`src/rtl/vending_pkg.sv`:
```
// vending_pkg: shared state encoding and default parameters for the vending controller
package vending_pkg;
    typedef enum logic [1:0] {IDLE, CREDIT, VEND, RETURN} vm_state_t;
    localparam int DEF_DOL_W      = 3;
    localparam int DEF_PRICE      = 3;
    localparam int DEF_MAX_COIN   = 5;
    localparam int DEF_CREDIT_W   = 4;
    localparam int DEF_STOCK_W    = 4;
    localparam int DEF_STOCK_INIT = 10;
endpackage

```
`src/rtl/vending_if.sv`:
```
// vending_if: coin acceptor requests and dispenser/hopper status bundle
interface vending_if
    import vending_pkg::*;
#(
    parameter int DOL_W    = DEF_DOL_W,
    parameter int CREDIT_W = DEF_CREDIT_W
);
    logic [DOL_W-1:0]    dol;
    logic                cancel;
    logic                restock;
    logic                vend;
    logic                change;
    logic                reject;
    logic                busy;
    logic                sold_out;
    logic [CREDIT_W-1:0] credit;
    modport master (output dol, cancel, restock, input vend, change, reject, busy, sold_out, credit);
    modport slave  (input dol, cancel, restock, output vend, change, reject, busy, sold_out, credit);
endinterface

```
`src/rtl/vm_stock_counter.sv`:
```
// vm_stock_counter: stock down-counter with reload and empty flag
module vm_stock_counter #(
    parameter int W    = 4,
    parameter int INIT = 10
) (
    input  logic clk,
    input  logic reset,
    input  logic load,
    input  logic dec,
    output logic zero
);
    localparam logic [W-1:0] INIT_C = W'(INIT);
    logic [W-1:0] count;
    always_ff @(posedge clk)
        count <= (reset || load) ? INIT_C : dec ? count - W'(1) : count;
    assign zero = count == '0;
endmodule

```
`src/rtl/vending_machine_ctrl.sv`:
```
// vending_machine_ctrl: credit accumulation, vend, change/refund payout and stock lockout
module vending_machine_ctrl
    import vending_pkg::*;
#(
    parameter int DOL_W      = DEF_DOL_W,
    parameter int PRICE      = DEF_PRICE,
    parameter int MAX_COIN   = DEF_MAX_COIN,
    parameter int CREDIT_W   = DEF_CREDIT_W,
    parameter int STOCK_W    = DEF_STOCK_W,
    parameter int STOCK_INIT = DEF_STOCK_INIT
) (
    input logic     clk,
    input logic     reset,
    vending_if.slave bus
);
    if (PRICE < 1 || MAX_COIN > 2**DOL_W - 1 || PRICE - 1 + MAX_COIN > 2**CREDIT_W - 1
        || STOCK_INIT > 2**STOCK_W - 1) begin : g_bad_params
        $error("vending_machine_ctrl: parameter set out of range");
    end
    localparam logic [CREDIT_W-1:0] PRICE_C = CREDIT_W'(PRICE);
    localparam logic [DOL_W-1:0]    MAX_D   = DOL_W'(MAX_COIN);
    vm_state_t           state, state_n;
    logic [CREDIT_W-1:0] credit, credit_n, sum;
    logic                reject_q, valid, sold_out;
    assign sum   = credit + CREDIT_W'(bus.dol);
    assign valid = bus.dol != '0 && bus.dol <= MAX_D && (state == IDLE || state == CREDIT)
                   && !sold_out && !bus.cancel;
    always_comb begin
        state_n  = state;
        credit_n = credit;
        case (state)
            IDLE, CREDIT:
                if (state == CREDIT && bus.cancel)
                    state_n = RETURN;
                else if (valid) begin
                    credit_n = sum;
                    state_n  = sum >= PRICE_C ? VEND : CREDIT;
                end
            VEND: begin
                credit_n = credit - PRICE_C;
                state_n  = credit == PRICE_C ? IDLE : RETURN;
            end
            RETURN: begin
                credit_n = credit - CREDIT_W'(1);
                state_n  = credit == CREDIT_W'(1) ? IDLE : RETURN;
            end
        endcase
    end
    // reset discards any in-flight credit, so no payout resumes afterwards
    always_ff @(posedge clk) begin
        if (reset) begin
            state    <= IDLE;
            credit   <= '0;
            reject_q <= 1'b0;
        end else begin
            state    <= state_n;
            credit   <= credit_n;
            reject_q <= bus.dol != '0 && !valid;
        end
    end
    vm_stock_counter #(.W(STOCK_W), .INIT(STOCK_INIT)) u_stock (
        .clk  (clk),
        .reset(reset),
        .load (bus.restock),
        .dec  (state == VEND),
        .zero (sold_out)
    );
    assign bus.vend     = state == VEND;
    assign bus.change   = state == RETURN;
    assign bus.busy     = state == VEND || state == RETURN;
    assign bus.reject   = reject_q;
    assign bus.sold_out = sold_out;
    assign bus.credit   = credit;
endmodule

```
`src/flat_wrapper.sv`:
```
// flat-port wrapper written by rule: the top's interface ports become plain ports
module vending_machine_ctrl_flat import vending_pkg::*;
#(
    parameter int DOL_W      = DEF_DOL_W,
    parameter int PRICE      = DEF_PRICE,
    parameter int MAX_COIN   = DEF_MAX_COIN,
    parameter int CREDIT_W   = DEF_CREDIT_W,
    parameter int STOCK_W    = DEF_STOCK_W,
    parameter int STOCK_INIT = DEF_STOCK_INIT
)
  (clk, reset, bus_dol, bus_cancel, bus_restock, bus_vend, bus_change, bus_reject, bus_busy, bus_sold_out, bus_credit);
  vending_if #(.DOL_W(DOL_W), .CREDIT_W(CREDIT_W)) bus_i ();
  input logic clk;
  input logic reset;
  input wire logic [$bits(bus_i.dol)-1:0] bus_dol;
  input wire logic [$bits(bus_i.cancel)-1:0] bus_cancel;
  input wire logic [$bits(bus_i.restock)-1:0] bus_restock;
  output wire logic [$bits(bus_i.vend)-1:0] bus_vend;
  output wire logic [$bits(bus_i.change)-1:0] bus_change;
  output wire logic [$bits(bus_i.reject)-1:0] bus_reject;
  output wire logic [$bits(bus_i.busy)-1:0] bus_busy;
  output wire logic [$bits(bus_i.sold_out)-1:0] bus_sold_out;
  output wire logic [$bits(bus_i.credit)-1:0] bus_credit;
  assign bus_i.dol = bus_dol;
  assign bus_i.cancel = bus_cancel;
  assign bus_i.restock = bus_restock;
  assign bus_vend = bus_i.vend;
  assign bus_change = bus_i.change;
  assign bus_reject = bus_i.reject;
  assign bus_busy = bus_i.busy;
  assign bus_sold_out = bus_i.sold_out;
  assign bus_credit = bus_i.credit;
  vending_machine_ctrl #(.DOL_W(DOL_W), .PRICE(PRICE), .MAX_COIN(MAX_COIN), .CREDIT_W(CREDIT_W), .STOCK_W(STOCK_W), .STOCK_INIT(STOCK_INIT)) u_core (.clk(clk), .reset(reset), .bus(bus_i));
endmodule
```
`config.mk`:
```
export PLATFORM = sky130hd
export DESIGN_NAME = vending_machine_ctrl_flat
export DESIGN_NICKNAME = d
export VERILOG_FILES = /design/src/rtl/vending_pkg.sv /design/src/rtl/vending_if.sv /design/src/rtl/vm_stock_counter.sv /design/src/rtl/vending_machine_ctrl.sv /design/src/flat_wrapper.sv
export SDC_FILE = /design/constraint.sdc
export NUM_CORES = 1
export LEC_CHECK = 0
export CAP_MARGIN = 5
export CORE_UTILIZATION = 56
export CTS_BUF_LIST = sky130_fd_sc_hd__clkbuf_8
export DETAILED_ROUTE_END_ITERATION = 8
export HOLD_SLACK_MARGIN = 0.06
export PLACE_DENSITY = 0.95
export SLEW_MARGIN = 30
export SYNTH_ARGS = -nofsm -noshare
export SYNTH_HDL_FRONTEND = slang
export SYNTH_SLANG_ARGS = --single-unit
export TNS_END_PERCENT = 10
```
`constraint.sdc`:
```
create_clock -name clk -period 3.29 [get_ports clk]
set_input_delay 0.8225 -clock clk [delete_from_list [all_inputs] [get_ports clk]]
set_output_delay 0.8225 -clock clk [all_outputs]
set_load 0.01 [all_outputs]
```
=== Yosys cells after proc, flatten, opt, wreduce, memory -nomap -nowiden ===
Index checks and enable logic that the tools add are counted.

* Add/sub/neg operators: 4
* $lt $le $gt $ge: 2
* Equal/unequal tests: 8
* Multiplexer cells: 9
* Reduce and logical (&&, ||, !) cells: 17

{| class="wikitable"
|+ Operator list
! operator !! count
|-
| $pmux W4 S3 || 1
|-
| $mux W2 || 5
|-
| $mux W4 || 2
|-
| $sub A4 B1 Y4 const B || 2
|-
| $logic_and A1 B1 Y1 || 6
|-
| $pmux W2 S3 || 1
|-
| $add A4 B3 Y4 || 1
|-
| $eq A2 B2 Y1 const B || 2
|-
| $eq A4 B1 Y1 const B || 1
|-
| $eq A4 B2 Y1 const B || 1
|-
| $ge A4 B2 Y1 const B || 1
|-
| $logic_not A4 Y1 || 1
|-
| $sub A4 B2 Y4 const B || 1
|-
| $le A3 B3 Y1 const B || 1
|-
| $logic_not A1 Y1 || 3
|-
| $logic_or A1 B1 Y1 || 3
|-
| $ne A3 B1 Y1 const B || 1
|-
| $reduce_bool A3 Y1 || 1
|-
| $eq A2 B1 Y1 const B || 1
|-
| $logic_not A2 Y1 || 1
|-
| $ne A2 B1 Y1 const B || 1
|-
| $ne A2 B2 Y1 const B || 1
|-
| $reduce_and A2 Y1 || 1
|-
| $reduce_or A2 Y1 || 1
|}

* Bits in registers: 11
* Output and inout bits: 9

=== Longest topological paths before layout ===
* Depth after elaboration: 8
* Depth in mapped cells: 6

=== By module ===
From an unflattened synthesis, not the netlist that was laid out.

* Cell total of the unflattened synthesis: 98
* Area total of the unflattened synthesis: 847.1 µm²

{| class="wikitable"
|+ Modules (own cells, without submodules)
! module !! times used !! cells an instance !! area each (µm²)
|-
| vending_machine_ctrl || 1 || 77 || 634.4
|-
| vm_stock_counter || 1 || 21 || 212.7
|}

=== Worst setup path before layout ===
Ideal clock, no wire load.

* Path kind: input to register
* From: input port bus_dol[0]
* To: register u_core.state[1]
* Setup time: 0.095 ns
* Arrival time: 2.013 ns
* Data required time: 3.195 ns
* Slack: 1.182 ns
* Stages on the path: 6
* Buffers on the path: 0
* Cell sequence: ha_1 -> fa_1 -> a21oi_1 -> nand4_1 -> o211ai_1 -> a221oi_1

* Cells in the longest elaborated chain, start to end: 6

{| class="wikitable"
|+ RTL lines
! item !! line !! source
|-
| start, declared || flat_wrapper.sv:15 || <nowiki>input wire logic [$bits(bus_i.dol)-1:0] bus_dol;</nowiki>
|-
| $add A4 B3 Y4 (tied with other cells) || vending_machine_ctrl.sv:25 || <nowiki>assign sum = credit + CREDIT_W'(bus.dol);</nowiki>
|-
| $ge A4 B2 Y1 or $logic_and A1 B1 Y1 (tied branches) || vending_machine_ctrl.sv:37, vending_machine_ctrl.sv:26 ||
|-
| $mux W2 or $logic_and A1 B1 Y1 (tied branches) || vending_machine_ctrl.sv:37, vending_machine_ctrl.sv:26 ||
|-
| $mux W2 or $logic_and A1 B1 Y1 (tied branches) || vending_machine_ctrl.sv:35, vending_machine_ctrl.sv:27 ||
|-
| $mux W2 or $logic_and A1 B1 Y1 (tied branches) || vending_machine_ctrl.sv:33, vending_machine_ctrl.sv:27 ||
|-
| $pmux W2 S3 or $ne A3 B1 Y1 (tied branches) || - ||
|-
| end signal, assigned || vending_machine_ctrl.sv:56 || <nowiki>state <= state_n;</nowiki>
|-
| end, declared || vending_machine_ctrl.sv:22 || <nowiki>vm_state_t state, state_n;</nowiki>
|}

Several ways; a longest one is shown, not always the timed one. The select of a mux whose other input is x is not followed.
A chain may end at the register's enable or synchronous reset.

=== Worst setup path in the final report ===
* From: register u_core.u_stock.count[0]
* To: output port bus_sold_out

* Cells in the longest elaborated chain, start to end: 1

{| class="wikitable"
|+ RTL lines
! item !! line !! source
|-
| start, declared || vm_stock_counter.sv:13 || <nowiki>logic [W-1:0] count;</nowiki>
|-
| start signal, assigned || vm_stock_counter.sv:15 || <nowiki>count <= (reset || load) ? INIT_C : dec ? count - W'(1) : count;</nowiki>
|-
| $logic_not A4 Y1 || vm_stock_counter.sv:16 || <nowiki>assign zero = count == '0;</nowiki>
|-
| end, declared || flat_wrapper.sv:22 || <nowiki>output wire logic [$bits(bus_i.sold_out)-1:0] bus_sold_out;</nowiki>
|}

Every way passes these cells.

==> flow_summary_export.csv <==
group,metric,value,unit
critical_path,reg2reg_from,"u_core.bus.credit[0]",
critical_path,rr_worst_depth,6,
power_and_ir_drop,p_sw,401.7,uW
critical_path,start_kind,"flip-flop",
power_and_ir_drop,p_sw_share,43.91,%
detailed_routing,viasPerCell,6.153,
clock_network,cts_buffers,3,
critical_path,critPathBufInv,3,
worst_hold_path,holdPathEnd,"u_core.u_stock.count[1]",
worst_hold_path,worstHoldPathType,"flip-flop to flip-flop",
sta,min_period,2694,ps
sta,clock_skew,2.611,ps
critical_path,crit_chain,"inv_1 -> ha_1 -> or3b_1 -> inv_1 -> clkdlybuf4s50_1",
synth,synthArstFlopShare,0,%
power_and_ir_drop,p_per_area,912.7,nW/um^2
power_and_ir_drop,p_leak,0.0003957,uW
detailed_routing,wl,1940,um
global_routing,grtUsageTotal,28.89,%
synth,synth_common_cells,"11 x dfxtp_1, 8 x nand2_1, 7 x a21oi_1, 7 x ha_1",
power_and_ir_drop,pwr-share-seq,29.8,%
critical_path,cpMostUsedCell,"inv_1",
worst_hold_path,holdCritStartpoint,"u_core.u_stock.count[1]",
sta,tns,0,ps
sta,hold_viol,0,
power_and_ir_drop,p_comb_share,54.8,%
run_status,status,"finished, final reports clean",
global_routing,grt_pass1_vias,626,
synth,syn_inst,94,
critical_path,r2r_slack,1390,ps
global_routing,grt_first_pass_wirelength,2911,um
detailed_routing,drt_iter0_drc,26,
worst_hold_path,holdPathStages,2,
detailed_routing,routed-via-count,763,
sta,holdWs,516.8,ps
cells_and_area,nets,125,
detailed_routing,drt-pass1-iter-count,6,
clock_network,cts-resized-gates,0,
synth,synth_top_area_cell,"dfxtp_1",
floorplanning,start_util,61.35,%
clock_network,cts_setup_buffers,0,
global_routing,antenna_found_initial,0,
floorplanning,coreArea,1318,um^2
critical_path,cp_top_family,"buffers and inverters",
sta,slew_headroom,61.90,%
clock_network,clk_latency,250,ps
synth,synth_seq_area_share,27.24,%
flow_run,maxCapViolations,0,
sta,setup_viol,0,
synth,yosysWarnings,0,
synth,yosysMostFrequentCell,"dfxtp_1",
clock_network,cts_hold_buf,0,
critical_path,worstSetupPathType,"flip-flop to primary output",
floorplanning,die_area,1599,um^2
sta,rsz0062_at_grt,"false",
synth,synth_enable_flop_cells,0,
floorplanning,dieWidth,39.99,um
clock_network,clkTransAtPathRegs,50,ps
sta,drv_slew,0,
detailed_routing,ant_nets,0,
synth,syn_area,808.3,um^2
cells_and_area,nFillCells,96,
power_and_ir_drop,clkPwrFrac,15.5,%
synth,ys_top_cells_by_area,"dfxtp_1 27%, ha_1 11%, a21oi_1 4.3%, xnor2_1 4.3%, nand2_1 3.7%",
critical_path,r2r_end,"u_core.state[0]",
critical_path,worst-path-max-fanout,5,
synth,netlist.area_leader.share,27.24,%
cells_and_area,n_antenna_cell,0,
synth,ys_seq_elements,11,
floorplanning,io_pins,16,
cells_and_area,area_growth,23.99,%
sta,finalWorstSetupSlack,595.7,ps
placement,place_congestion,0.8575,
cells_and_area,fin_area,1002,um^2
synth,syn_nets,109,
synth,ys.flop_type,"dfxtp_1",
critical_path,worstSetupEndpointType,"primary output",
placement,dpl-instance-area,957.2,um^2
detailed_routing,drc,0,
critical_path,slowest_stage,"clkdlybuf4s50_1",
clock_network,cts_tree,"yes",
sta,fin_crit_sh,81.89,%
floorplanning,die_y,39.99,um
clock_network,root_buffer,"clkbuf_8",
placement,pre_cts_slack,615.1,ps
synth,avgSynthCellArea,8.599,um^2
sta,tightest_slew,570.8,ps
clock_network,cts_sinks,11,
global_routing,grt_max_degree,15,
placement,numPortBuffers,15,
placement,post-dp-hpwl,1270,um
floorplanning,fp-row-count,13,
clock_network,h-tree-depth,1,
critical_path,arrival,1870,ps
sta,max_freq,371.2,MHz
critical_path,cp.required,2470,ps
global_routing,globalRouteOverflowTotal,0,
detailed_routing,wl_per_cell,15.65,um
power_and_ir_drop,vdd.ir_drop.worst,604.9,uV
clock_network,cts_buffer_depth,2,
critical_path,cp_slowest_stage_delay,530,ps
synth,synth_cell_types,42,
power_and_ir_drop,internal_power,513.0,uW
cells_and_area,layout-drive-gt1-share,9.174,%
-- worst reg2reg max path, cell delays in order (launching register included) --
cell,delay (ps)
dfxtp_1,380
ha_1,260
fa_1,390
xnor2_1,250
nand3_1,160
o2111ai_1,210
and3_1,190
-- per-layer routing --
metal	wire length (um)	GRT usage [%]	up-vias
met1	853	37.07	344
met3	135	7.222	10
met2	894	44.35	37
met5	0	0	-
met4	57	14.66	0
li1	-	-	372
-- flip-flops by register name, indices dropped and copies added, names as in the netlist --
name / flops
u_core.bus.credit: 4
u_core.u_stock.count: 4
u_core.state: 2
u_core.bus.reject: 1
-- per-stage QoR --
stage	total power, uW	utilization [%]	instances
after floorplan	598.2	-	94
after global placement	724.7	72.65	120
after detailed placement	746.3	72.65	120
after CTS	897.9	76.07	124
after global routing	971.5	76.07	124
final	914.7	76.07	124
-- worst max-delay path by stage --
stage / from / to / cells past startpoint
3_3_place_gp: bus_dol[0] / u_core.state[1] / 7
6_report: u_core.u_stock.count[0] / bus_sold_out / 5
5_1_grt: u_core.u_stock.count[0] / bus_sold_out / 5
3_5_place_dp: bus_dol[0] / u_core.state[1] / 7
2_1_floorplan: bus_dol[0] / u_core.state[1] / 6
4_1_cts: u_core.u_stock.count[0] / bus_sold_out / 5
-- power groups by stage --
stage                     registers (uW)  clock network (uW)  logic, uW
after detailed placement             271                   0        476
after floorplan                      238                   0        360
final                                272                 141        501
after CTS                            268                 137        493
after global placement               267                   0        458
after global routing                 279                 146        547
-- area by class of cell --
cell class / instances / area (um^2) / share of cell area [%]
Tap cell: 15 / 18.77 / 1.873
Clock buffer: 3 / 41.29 / 4.120
Inverter: 7 / 26.28 / 2.622
Multi-Input combinational cell: 72 / 541.8 / 54.06
Timing Repair Buffer: 15 / 150.1 / 14.98
Clock inverter: 1 / 3.754 / 0.3745
Sequential cell: 11 / 220.2 / 21.97
-- cell families after synthesis --
family	count (synthesis)	synth area share, %
AND/OR/NAND/NOR	37	25.23
AO/OA/AOI/OAI	20	20.43
buffers and inverters	11	5.728
flip-flops	11	27.24
adder cells (fa/ha/maj)	9	14.55
XOR/XNOR	5	5.418
multiplexers	1	1.393
-- cells in the final DEF (no fill, tap or decap), types with 2 or more instances in the layout --
cell	Yosys	final
nor3_1	3	3
nand3_1	2	2
inv_2	2	2
dfxtp_1	11	11
nand4_1	2	2
ha_1	7	7
a21oi_1	7	7
o211ai_1	2	2
a211o_1	2	2
clkbuf_8	0	3
inv_1	5	6
clkdlybuf4s50_1	0	15
and2_1	2	2
nand2b_1	2	2
or3_1	2	2
nand2_1	8	8
xnor2_1	4	4
nor2_1	5	5
nor2b_1	2	2
Power figures use the tool's default switching activity.
